===== config.mk =====
export PLATFORM = sky130hd
export DESIGN_NAME = ctrl_sd_itf
export DESIGN_NICKNAME = d
export VERILOG_FILES = /design/src/rtl/ctrl_sd_itf.sv
export SDC_FILE = /design/constraint.sdc
export NUM_CORES = 1
export LEC_CHECK = 0
export BUFFER_PORTS_ARGS = -buffer_cell sky130_fd_sc_hd__buf_2
export CAP_MARGIN = 25
export CORE_ASPECT_RATIO = 0.6
export CORE_MARGIN = 3
export CORE_UTILIZATION = 50
export CTS_CLUSTER_DIAMETER = 120
export DETAILED_ROUTE_END_ITERATION = 12
export PLACE_DENSITY = 0.8
export SLEW_MARGIN = 20
export SYNTH_ARGS = -nofsm -noshare
export SYNTH_HDL_FRONTEND = slang
export SYNTH_SLANG_ARGS = --single-unit

===== constraint.sdc =====
create_clock -name sysclk -period 2.3 [get_ports sysclk]
set_input_delay 0.46 -clock sysclk [delete_from_list [all_inputs] [get_ports sysclk]]
set_output_delay 0.46 -clock sysclk [all_outputs]
set_load 0.01 [all_outputs]

===== src/rtl/ctrl_sd_itf.sv =====
// Scan controller for a 6-digit serial 7-segment display: sequences load/shift/latch/hold
// and drives the shcp/stcp pins. Define CTRL_SD_ITF_BLINK_EN to enable blink phase on tw.
module ctrl_sd_itf #(
  parameter int CLK_DIV    = 2,
  parameter int SHIFT_BITS = 14,
  parameter int HOLD_CYC   = 5000,
  parameter int BLINK_CYC  = 2500000
) (
  input  logic       sysclk,
  input  logic       rst_n,
  input  logic       en,
  input  logic [5:0] dp_mask,
  input  logic [5:0] blink_mask,
  output logic [5:0] sel,
  output logic [5:0] sel_sd,
  output logic       dp,
  output logic       tw,
  output logic       upgrade,
  output logic       move,
  output logic       keep,
  output logic       shcp,
  output logic       stcp
);

  localparam int CNT_MAX = (HOLD_CYC > CLK_DIV) ? HOLD_CYC : CLK_DIV;
  localparam int CNT_W   = $clog2(CNT_MAX + 1);
  localparam int BIT_W   = $clog2(SHIFT_BITS);

  typedef enum logic [2:0] {IDLE, LOAD, SHIFT, LATCH, HOLD} state_t;

  state_t             state_q, state_d;
  logic [CNT_W-1:0]   cnt_q, cnt_d;
  logic [BIT_W-1:0]   bit_q, bit_d;
  logic               shcp_d, stcp_d;
  logic               half_end, last_bit;
  logic               advance;  // HOLD last cycle: rotate to the next digit
  logic               sample;   // edge into LOAD: capture per-digit attributes
  logic [5:0]         load_sel;

  assign half_end = (cnt_q == CNT_W'(CLK_DIV - 1));
  assign last_bit = (bit_q == BIT_W'(SHIFT_BITS - 1));

  // NOTE: every always_comb output gets a default first so no path can infer a latch.
  always_comb begin
    state_d = state_q;
    cnt_d   = cnt_q;
    bit_d   = bit_q;
    shcp_d  = shcp;
    stcp_d  = stcp;
    advance = 1'b0;
    sample  = 1'b0;
    case (state_q)
      IDLE: begin
        if (en) begin
          state_d = LOAD;
          sample  = 1'b1;
        end
      end
      LOAD: begin
        state_d = SHIFT;
        cnt_d   = '0;
        bit_d   = '0;
        shcp_d  = 1'b0;
      end
      SHIFT: begin
        if (half_end) begin
          cnt_d  = '0;
          shcp_d = ~shcp;
          // High half ends on the same edge the datapath rotates, so ds settles while shcp is low.
          if (shcp) begin
            if (last_bit) begin
              state_d = LATCH;
              stcp_d  = 1'b1;
            end else begin
              bit_d = bit_q + BIT_W'(1);
            end
          end
        end else begin
          cnt_d = cnt_q + CNT_W'(1);
        end
      end
      LATCH: begin
        if (half_end) begin
          state_d = HOLD;
          stcp_d  = 1'b0;
          cnt_d   = '0;
        end else begin
          cnt_d = cnt_q + CNT_W'(1);
        end
      end
      HOLD: begin
        if (cnt_q == CNT_W'(HOLD_CYC - 1)) begin
          advance = 1'b1;
          cnt_d   = '0;
          if (en) begin
            state_d = LOAD;
            sample  = 1'b1;
          end else begin
            state_d = IDLE;
          end
        end else begin
          cnt_d = cnt_q + CNT_W'(1);
        end
      end
      default: state_d = IDLE;
    endcase
  end

  // NOTE: sequential state uses non-blocking assignments so all flops update from pre-edge values.
  always_ff @(posedge sysclk or negedge rst_n) begin
    if (!rst_n) begin
      state_q <= IDLE;
      cnt_q   <= '0;
      bit_q   <= '0;
      shcp    <= 1'b0;
      stcp    <= 1'b0;
    end else begin
      state_q <= state_d;
      cnt_q   <= cnt_d;
      bit_q   <= bit_d;
      shcp    <= shcp_d;
      stcp    <= stcp_d;
    end
  end

  assign upgrade  = (state_q == LOAD);
  assign move     = (state_q == SHIFT) && shcp && half_end && !last_bit;
  assign keep     = ((state_q == SHIFT) || (state_q == LATCH) || (state_q == HOLD)) && !move;
  assign load_sel = advance ? {sel[0], sel[5:1]} : sel;

  always_ff @(posedge sysclk or negedge rst_n) begin
    if (!rst_n) begin
      sel    <= 6'b100000;
      sel_sd <= 6'b000000;
      dp     <= 1'b0;
    end else begin
      if (advance) begin
        sel <= load_sel;
      end
      if (advance || sample) begin
        sel_sd <= load_sel;
      end
      if (sample) begin
        dp <= |(dp_mask & load_sel);
      end
    end
  end

`ifdef CTRL_SD_ITF_BLINK_EN
  localparam int BLK_W = $clog2(BLINK_CYC + 1);

  logic [BLK_W-1:0] blink_cnt;
  logic             phase;

  always_ff @(posedge sysclk or negedge rst_n) begin
    if (!rst_n) begin
      blink_cnt <= '0;
      phase     <= 1'b0;
      tw        <= 1'b0;
    end else begin
      if (blink_cnt == BLK_W'(BLINK_CYC - 1)) begin
        blink_cnt <= '0;
        phase     <= ~phase;
      end else begin
        blink_cnt <= blink_cnt + BLK_W'(1);
      end
      if (sample) begin
        tw <= |(blink_mask & load_sel) & phase;
      end
    end
  end
`else
  logic unused_cfg;
  assign unused_cfg = ^{blink_mask, 32'(BLINK_CYC)};
  assign tw = 1'b0;
`endif

endmodule


==> run_results.csv, run 1 <==
group,metric,value,unit
layout,layout_commonest_cell,"dfrtp_1",
power_and_ir_drop,combPwrFrac,2.2,%
setup_path,startpoint_type,"register",
setup_path,reg2reg_from,"cnt_q[0]",
logic_synthesis,syn_inst,197,
setup_path,critPathArrivalTime,2.43,ns
clocking,cts.path.max_buffers,2,
layout,fin_area,2660,sq um
logic_synthesis,yosys_warnings,0,
logic_synthesis,ys_seq_area_share,43.9,%
floorplanning,core_area,3740,sq um
clocking,tritoncts,"yes",
power_and_ir_drop,powerDensity,401,nW/um^2
sta,finalHoldViolCount,0,
clocking,cts_root_buf,"clkbuf_8",
layout,area_growth,33.0,%
logic_synthesis,synthesis.area,2000,sq um
power_and_ir_drop,internal_power,834,uW
sta,finalCriticalPeriod,2.27,ns
route,ant_nets,0,
clocking,insertion_delay,0.29,ns
logic_synthesis,synth_top_area_share,42.6,%
clocking,path_clk_slew,0.07,ns
route,drc_errors,0,
grt,grt_first_pass_wirelength,7.61,mm
layout,seq_area,877,sq um
layout,multiInputGateArea,1150,sq um
grt,grt_max_degree,36,
setup_path,r2r-end,"dp",
layout,fillerInstances,267,
floorplanning,fp-row-count,17,
setup_path,worst_setup_path_end_kind,"register",
sta,whs,0.237,ns
logic_synthesis,synth_edf_count,0,
min_path,hold_path_class,"input port to async pin",
sta,timing.final.crit_share,98.9,%
route,viasPerCell,5.73,
setup_path,cp_max_fo,5,
logic_synthesis,async_reset_ff_share,100,%
route,wl,4.87,mm
clocking,numCtsBuffers,5,
setup_path,critical_path_class,"register to register",
setup_path,ff2ff_setup_slack,0.03,ns
setup_path,crit_path_start,"cnt_q[0]",
route,wire_per_inst,16.0,um
route,drt_iter0_markers,129,
floorplanning,fp.dieArea,4810,sq um
placed_design,hpwl,3.19,mm
placed_design,pre_cts_ws,-0.0163,ns
run,drv_cap,0,
layout,nets,276,
logic_synthesis,ys_seq_elements,35,
placed_design,numPortBuffers,26,
power_and_ir_drop,switching_share,21.7,%
layout,diodes,0,
power_and_ir_drop,vdd_ir_drop_max,0.000331,V
grt,gr-total-overflow,0,
logic_synthesis,yosysTopAreaCell,"dfrtp_1",
power_and_ir_drop,finalPower,1.07,mW
floorplanning,die_height,55.0,um
sta,skew,0.00295,ns
power_and_ir_drop,p_leak,1.28,nW
setup_path,cp_slowest_cell,"or4bb_4",
setup_path,crit_path_end,"dp",
logic_synthesis,synthFlopType,"dfrtp_1",
layout,final_cell_mix,"dfrtp_1 (34), buf_4 (28), buf_2 (27)",
logic_synthesis,yosys-top-cells-area,"dfrtp_1 (43%), mux2_2 (7.9%), mux2i_1 (4.0%)",
route,first_pass_iters,4,
power_and_ir_drop,switchingPower,231,uW
floorplanning,die_width,87.6,um
setup_path,path_cells,"ha_4 > or4bb_4 > nor4_4 > buf_6 > mux2_4 > a211oi_2 > a41oi_2",
sta,relSlewSlack,48.9,%
grt,antenna_found_initial,0,
sta,finalMaxSlewViolations,0,
sta,tightest_slew,0.766,ns
floorplanning,io_pins,34,
setup_path,worst-r2r-cell-count,7,
sta,rsz0062_at_grt,"yes",
sta,fin_setup_tns,0,ns
placed_design,routabilityCongestion,0.795,
power_and_ir_drop,power_frac_seq,57.8,%
sta,fmax,440,MHz
sta,layout_setup_ws,0.0260,ns
clocking,cts_sinks,35,
floorplanning,start_util,53.3,%
sta,setup_viol,0,
logic_synthesis,synth.avg_cell_area,10.1,sq um
placed_design,place_area,2300,sq um
power_and_ir_drop,power_frac_clock,40.0,%
grt,grt_pass1_vias,1559,
layout,final_layout_size_suffix_gt1_share,42.6,%
setup_path,cpPeakStageDelay,0.47,ns
route,dr_total_vias,1748,
setup_path,crit_required,2.46,ns
run_status,outcome,"finished, final reports clean",
grt,grtUsageTotal,21.4,%
logic_synthesis,synth_cell_types,48,
clocking,htreeDepth,2,
logic_synthesis,syn-num-nets,216,
## layout make-up
type,instances,share of cell area [%]
repair buffers,64,16.8
clock buffers,7,2.87
clock inverters,1,0.189
flip-flops and latches,35,33.0
inverters,10,1.51
multi-input cells,141,43.4
well taps,47,2.21
## per-layer routing
metal | routed length (um) | up-vias | track usage [%] | part of all wire (%)
li1 | - | 830 | - | -
met1 | 2450 | 846 | 31.7 | 50
met2 | 2020 | 63 | 29.6 | 41
met3 | 338 | 9 | 7.25 | 6.9
met4 | 57 | 0 | 5.36 | 1.2
met5 | 0 | - | 0 | 0
## kinds of logic after synthesis
family | synth area share, %
buffers and inverters | 5.08
and+or+nand+nor | 20.6
muxes | 13.2
xor gates and xnor gates | 2.63
DFF | 43.9
AOI/OAI and AO/OA | 11.9
other | 0.188
adders and majority gates | 2.51
## sequential cells by signal (all words and copies together) (netlist names)
signal,cells
state_q,3
sel,6
stcp,1
bit_q,4
shcp,1
dp,1
sel_sd,6
cnt_q,13
## synthesized netlist by cell type (all sizes together), types with 4 or more instances
master / n
a21oi: 12
a22o: 5
and3: 5
buf: 4
clkbuf: 7
dfrtp: 34
ha: 4
inv: 10
mux2: 16
mux2i: 8
nand2: 16
nand3: 11
nand4: 4
nor2: 11
nor3: 4
nor4: 6
o21ai: 8
xor2: 4
## through the flow
stage / std cells / utilization, %
after floorplan: 197 / -
after global placement: 279 / 61.4
after detailed placement: 279 / 61.4
after CTS: 299 / 67.7
after global routing: 305 / 70.9
final: 305 / 70.9
## worst min path at each step
stage / startpoint / endpoint / slack [ns] / cells past startpoint
2_1_floorplan: rst_n / bit_q[0] / 0.16 / 0
3_3_place_gp: sel_sd[1] / sel_sd[1] / 0.49 / 1
3_5_place_dp: sel_sd[1] / sel_sd[1] / 0.49 / 1
4_1_cts: rst_n / bit_q[1] / 0.26 / 1
5_1_grt: rst_n / cnt_q[4] / 0.28 / 1
6_report: rst_n / cnt_q[5] / 0.24 / 1
## critical path: cells and delay by family (launching register included)
kind	cells	cell delay [ns]
adder cells (fa/ha/maj)	1	0.15
flip-flops	1	0.39
AND/OR/NAND/NOR	2	0.81
AO/OA/AOI/OAI	2	0.32
buffers and inverters	1	0.17
multiplexers	1	0.30
## what timing repair did
| item | 4_1_cts | 5_1_grt |
|---|---|---|
| gates resized for setup | 14 | 21 |
| hold buffers | 0 | 0 |
| endpoints found under the setup margin | 6 | 12 |
| buffers inserted | 11 | 6 |
| pin swaps | 6 | 5 |
| cloned | 1 | 1 |
## power groups by stage
| stage | Combinational (mW) | Clock [mW] | Sequential, mW |
|---|---|---|---|
| detailed placement | 0.0243 | 0 | 0.627 |
| global placement | 0.0239 | 0 | 0.627 |
| finish | 0.0235 | 0.426 | 0.616 |
| CTS | 0.0243 | 0.443 | 0.615 |
| global route | 0.0262 | 0.472 | 0.615 |
| floorplan | 0.00423 | 0 | 0.627 |
Note: power is estimated with default switching activity, not from simulation.
==> run 2: changes to the inputs <==
--- a/config.mk
+++ b/config.mk
@@ -5,6 +5,7 @@
 export SDC_FILE = /design/constraint.sdc
 export NUM_CORES = 1
 export LEC_CHECK = 0
+export ABC_AREA = 1
 export BUFFER_PORTS_ARGS = -buffer_cell sky130_fd_sc_hd__buf_2
 export CAP_MARGIN = 25
 export CORE_ASPECT_RATIO = 0.6
==> run_results.csv, run 2 <==
group,metric,value,unit
clocking,cts_root_buf,"clkbuf_8",
logic_synthesis,synth_top_area_share,41.9,%
logic_synthesis,ys_seq_elements,35,
setup_path,path_cells,"nor2_4 > nand2_4 > nor2_1 > inv_1 > nor3_2 > a21oi_1 > buf_2",
logic_synthesis,syn_inst,255,
power_and_ir_drop,p_leak,1.18,nW
logic_synthesis,netlist_top_cells_count,"nand2_1 (55), dfrtp_1 (34), inv_1 (27), nand3_1 (21), nor2_1 (19)",
setup_path,worst-r2r-cell-count,11,
layout,area_growth,13.1,%
layout,regMostFlops,"cnt_q",
placed_design,numPortBuffers,26,
layout,post-route-util,60.6,%
logic_synthesis,synth_cell_types,35,
route,wl,4.39,mm
logic_synthesis,ys_seq_area_share,43.2,%
floorplanning,die_height,55.4,um
placed_design,hpwl,3.23,mm
floorplanning,start_util,53.6,%
grt,grt_pass1_vias,1660,
logic_synthesis,synthesis.area,2030,sq um
route,drt_iter0_markers,106,
sta,skew,0.0125,ns
grt,grtUsageTotal,19.2,%
layout,final_layout_size_suffix_gt1_share,24.0,%
sta,layout_setup_ws,0.113,ns
logic_synthesis,yosysMostFrequentCell,"nand2_1",
layout,fin_cells,335,
sta,finalCriticalPeriod,2.19,ns
min_path,hold_path_class,"input port to async pin",
layout,final_cell_mix,"nand2_1 (55), dfrtp_1 (34), inv_1 (27)",
sta,timing.final.crit_share,95.1,%
floorplanning,io_pins,34,
logic_synthesis,yosys_warnings,0,
setup_path,r2r-end,"sel_sd[4]",
sta,tightest_slew,0.767,ns
placed_design,dp.cells,326,
run,drv_cap,0,
setup_path,cp_slowest_cell,"dfrtp_1",
grt,grt_first_pass_wirelength,7.43,mm
setup_path,reg2reg_from,"cnt_q[0]",
sta,fmax,457,MHz
setup_path,crit_path_start,"state_q[2]",
setup_path,crit_path_end,"keep",
logic_synthesis,async_reset_ff_share,100,%
logic_synthesis,synth_edf_count,0,
route,dr_total_vias,1742,
setup_path,worst_setup_path_end_kind,"output pin",
clocking,insertion_delay,0.28,ns
layout,seq_area,877,sq um
setup_path,critical_path_class,"register to output pin",
logic_synthesis,yosysTopAreaCell,"dfrtp_1",
sta,fin_setup_tns,0,ns
route,drc_errors,0,
layout,nets,306,
grt,gr-total-overflow,0,
sta,finalMaxSlewViolations,0,
floorplanning,fp-row-count,17,
logic_synthesis,synth.avg_cell_area,7.96,sq um
floorplanning,fp.dieArea,4880,sq um
route,ant_nets,0,
clocking,htreeDepth,2,
grt,grt_max_degree,36,
layout,largest_reg_flops,13,
sta,finalHoldViolCount,0,
sta,setup_viol,0,
placed_design,pre_cts_ws,0.399,ns
setup_path,crit_required,1.84,ns
layout,top_regs,"cnt_q x13, sel x6, sel_sd x6",
route,wire_per_inst,13.1,um
power_and_ir_drop,vdd_ir_drop_max,0.000516,V
clocking,path_clk_slew,0.07,ns
setup_path,cp_max_fo,6,
route,first_pass_iters,4,
setup_path,critPathArrivalTime,1.73,ns
clocking,cts.path.max_buffers,2,
clocking,cts_sinks,35,
power_and_ir_drop,powerDensity,819,nW/um^2
layout,layout_commonest_cell,"nand2_1",
logic_synthesis,yosys-top-cells-area,"dfrtp_1 (42%), nand2_1 (10%), nand3_1 (5.2%)",
floorplanning,core_area,3790,sq um
setup_path,cpPeakStageDelay,0.49,ns
sta,relSlewSlack,48.9,%
layout,diodes,0,
clocking,tritoncts,"yes",
setup_path,startpoint_type,"register",
power_and_ir_drop,finalPower,1.88,mW
clocking,hold_buffers,0,
setup_path,ff2ff_setup_slack,0.39,ns
logic_synthesis,syn-num-nets,274,
clocking,numCtsBuffers,5,
grt,antenna_found_initial,0,
layout,fillerInstances,341,
placed_design,routabilityCongestion,0.884,
route,viasPerCell,5.20,
logic_synthesis,synthFlopType,"dfrtp_1",
layout,multiInputGateArea,991,sq um
run_status,outcome,"finished, final reports clean",
floorplanning,die_width,88.3,um
==> run 2: cell count changes after synthesis, sizes merged, moves of 7 or more <==
cell / previous run / this run
o21ai: 8 / 20
mux2i: 8 / 0
nor2: 11 / 24
a21oi: 12 / 5
mux2: 16 / 0
inv: 10 / 38
clkbuf: 7 / 0
nand3: 11 / 22
nand2: 16 / 60
==> run 2: how the worst min path moves through the flow <==
stage	end	start	cells after the start	slack, ns
detailed placement	sel_sd[2]	sel_sd[2]	2	0.46
finish	sel_sd[0]	rst_n	1	0.25
global placement	sel_sd[3]	sel_sd[3]	2	0.46
CTS	cnt_q[4]	rst_n	1	0.27
floorplan	bit_q[0]	rst_n	0	0.16
global route	sel[3]	rst_n	1	0.30
==> run 2: repair_timing <==
action / 4_1_cts / 5_1_grt
resized for setup: 0 / 1
endpoints found under the hold margin: 0 / 0
endpoints found under the setup margin: 0 / 2
setup buffers: 0 / 1
==> run 2: final cells by class <==
type | count | share of cell area (%)
Clock buffer | 7 | 3.32
Clock inverter | 1 | 0.218
Inverter | 38 | 6.21
Multi-Input combinational cell | 179 | 43.2
Sequential cell | 35 | 38.2
Tap cell | 47 | 2.56
Timing Repair Buffer | 28 | 6.32
==> run 2: worst max-delay path, delay by kind of cell (launching register included) <==
family / cells / cell delay [ns]
AOI/OAI and AO/OA: 1 / 0.06
buffers and inverters: 2 / 0.21
DFF: 1 / 0.49
and+or+nand+nor: 4 / 0.68
==> run 2: where the power goes <==
part / leakage (nW) / internal [mW] / switching, mW
registers: 0.459 / 0.732 / 0.132
clock network: 0.0422 / 0.212 / 0.211
logic: 0.683 / 0.234 / 0.358
total: 1.18 / 1.18 / 0.701
==> run 2: metrics by stage <==
stage          hold slack (ns)  instance area (sq um)
3_5_place_dp             0.461                   2200
3_3_place_gp             0.458                   2200
5_1_grt                  0.298                   2300
6_report                 0.249                   2300
4_1_cts                  0.273                   2280
2_1_floorplan            0.164                   2030
==> run 2: logic make-up after synthesis <==
kind of cell,after synthesis,synth area share (%)
XOR/XNOR,6,2.59
adder cells (fa/ha/maj),4,2.47
AND/OR/NAND/NOR,134,33.0
other,1,0.185
AO/OA/AOI/OAI,34,10.3
buffers and inverters,41,8.20
flip-flops,35,43.2
==> run 2: layer usage <==
layer / GRT usage (%) / vias up / part of all wire, %
met5: 0 / - / 0
met4: 5.17 / 0 / 1.1
met3: 5.81 / 8 / 6.4
met2: 27.2 / 47 / 42
met1: 28.3 / 795 / 51
li1: - / 892 / -
==> run 3: changes to the inputs <==
--- a/config.mk
+++ b/config.mk
@@ -6,6 +6,7 @@
 export NUM_CORES = 1
 export LEC_CHECK = 0
 export ABC_AREA = 1
+export ABC_CLOCK_PERIOD_IN_PS = 2300
 export BUFFER_PORTS_ARGS = -buffer_cell sky130_fd_sc_hd__buf_2
 export CAP_MARGIN = 25
 export CORE_ASPECT_RATIO = 0.6
@@ -13,6 +14,8 @@
 export CORE_UTILIZATION = 50
 export CTS_CLUSTER_DIAMETER = 120
 export DETAILED_ROUTE_END_ITERATION = 12
+export GPL_ROUTABILITY_DRIVEN = 0
+export GPL_TIMING_DRIVEN = 0
 export PLACE_DENSITY = 0.8
 export SLEW_MARGIN = 20
 export SYNTH_ARGS = -nofsm -noshare
==> run_results.csv, run 3 (same netlist as run 2, synthesis figures left out) <==
group,metric,value,unit
setup_path,cpPeakStageDelay,0.40,ns
clocking,insertion_delay,0.29,ns
route,ant_nets,0,
layout,post-route-util,61.5,%
grt,antenna_found_initial,0,
sta,fin_setup_tns,0,ns
floorplanning,die_width,88.3,um
sta,finalHoldViolCount,0,
layout,fin_cells,336,
sta,layout_setup_ws,0.158,ns
placed_design,pre_cts_ws,0.421,ns
power_and_ir_drop,powerDensity,839,nW/um^2
setup_path,reg2reg_from,"cnt_q[0]",
floorplanning,io_pins,34,
min_path,hold_path_class,"input port to async pin",
setup_path,crit_required,1.84,ns
clocking,htreeDepth,2,
layout,final_cell_mix,"nand2_1 (55), dfrtp_1 (34), inv_1 (27), buf_2 (27), nand3_1 (21)",
floorplanning,die_height,55.4,um
run_status,outcome,"finished, final reports clean",
sta,timing.final.crit_share,93.1,%
grt,grtUsageTotal,19.0,%
power_and_ir_drop,p_leak,1.20,nW
setup_path,worst_setup_path_end_kind,"output pin",
route,first_pass_iters,4,
route,wl,4.35,mm
sta,tightest_slew,0.752,ns
layout,fin_area,2330,sq um
layout,largest_reg_flops,13,
clocking,cts_setup_buffers,0,
sta,rsz0062_at_grt,"no",
setup_path,critPathArrivalTime,1.68,ns
setup_path,path_cells,"inv_1 > ha_1 > nand2_1 > nor2_1 > nand4_1 > nor3_2 > a21oi_1 > buf_2",
grt,grt_pass1_vias,1640,
clocking,tritoncts,"yes",
setup_path,critical_path_class,"register to output pin",
sta,fmax,467,MHz
power_and_ir_drop,vdd_ir_drop_max,0.000530,V
sta,skew,0.0110,ns
floorplanning,fp-row-count,17,
placed_design,numPortBuffers,26,
layout,diodes,0,
layout,regMostFlops,"cnt_q",
run,drv_cap,0,
power_and_ir_drop,finalPower,1.95,mW
placed_design,place_area,2220,sq um
sta,whs,0.230,ns
route,drt_iter0_markers,122,
setup_path,ff2ff_setup_slack,0.41,ns
sta,relSlewSlack,49.8,%
grt,grt_max_degree,36,
setup_path,startpoint_type,"register",
layout,final_layout_size_suffix_gt1_share,24.9,%
sta,finalCriticalPeriod,2.14,ns
floorplanning,start_util,53.6,%
setup_path,worst-r2r-cell-count,11,
clocking,numCtsBuffers,5,
sta,setup_viol,0,
grt,gr-total-overflow,0,
clocking,cts_sinks,35,
layout,top_regs,"cnt_q x13, sel x6, sel_sd x6",
floorplanning,fp.dieArea,4880,sq um
sta,finalMaxSlewViolations,0,
layout,layout_commonest_cell,"nand2_1",
clocking,path_clk_slew,0.08,ns
route,drc_errors,0,
route,viasPerCell,5.27,
placed_design,hpwl,3.24,mm
grt,grt_first_pass_wirelength,7.38,mm
setup_path,r2r-end,"sel_sd[2]",
setup_path,cp_max_fo,3,
layout,area_growth,14.7,%
placed_design,dp.cells,328,
floorplanning,core_area,3790,sq um
layout,nets,307,
route,dr_total_vias,1772,
clocking,cts.path.max_buffers,2,
clocking,cts_root_buf,"clkbuf_8",
setup_path,cp_slowest_cell,"dfrtp_1",
route,wire_per_inst,12.9,um
## run 3: worst max-delay path: cells and delay by family (launching register included)
kind                     cells  cell delay (ns)
adder cells (fa/ha/maj)      1             0.19
AND/OR/NAND/NOR              4             0.53
AO/OA/AOI/OAI                1             0.06
flip-flops                   1             0.40
buffers and inverters        2             0.22
## run 3: worst max path at each step
stage | startpoint | endpoint | slack (ns) | depth (start not counted)
final | cnt_q[1] | keep | 0.16 | 8
after floorplan | state_q[2] | keep | 0.49 | 6
after global routing | cnt_q[1] | keep | 0.002 | 8
after CTS | state_q[2] | keep | 0.11 | 7
after detailed placement | cnt_q[0] | sel_sd[2] | 0.42 | 11
after global placement | cnt_q[0] | sel_sd[2] | 0.44 | 11
## run 3: metal layers
metal / routed length [um] / up-vias / track usage (%) / share of wire, %
met4: 51 / 0 / 5.82 / 1.2
met5: 0 / - / 0 / 0
met1: 2180 / 830 / 28.2 / 50
met3: 294 / 6 / 4.92 / 6.8
li1: - / 891 / - / -
met2: 1820 / 45 / 27.1 / 42
## run 3: repair_timing
action,4_1_cts,5_1_grt
hold buffers,0,0
setup endpoints to repair,0,2
gates resized for setup,0,1
hold endpoints to repair,0,0
## run 3: report_power, final
group | switching [mW] | internal (mW) | leakage, nW | total [mW]
Combinational | 0.362 | 0.231 | 0.688 | 0.594
Clock | 0.225 | 0.272 | 0.0505 | 0.497
Sequential | 0.130 | 0.732 | 0.459 | 0.862
Total | 0.717 | 1.24 | 1.20 | 1.95
## run 3: layout make-up
type	instances	area (sq um)
fill	336	1460
multi-input combinational	179	991
sequential	35	877
inverter	38	143
timing repair buffer	26	130
clock buffer	7	96.3
tap	47	58.8
buffer	3	23.8
clock inverter	1	7.51
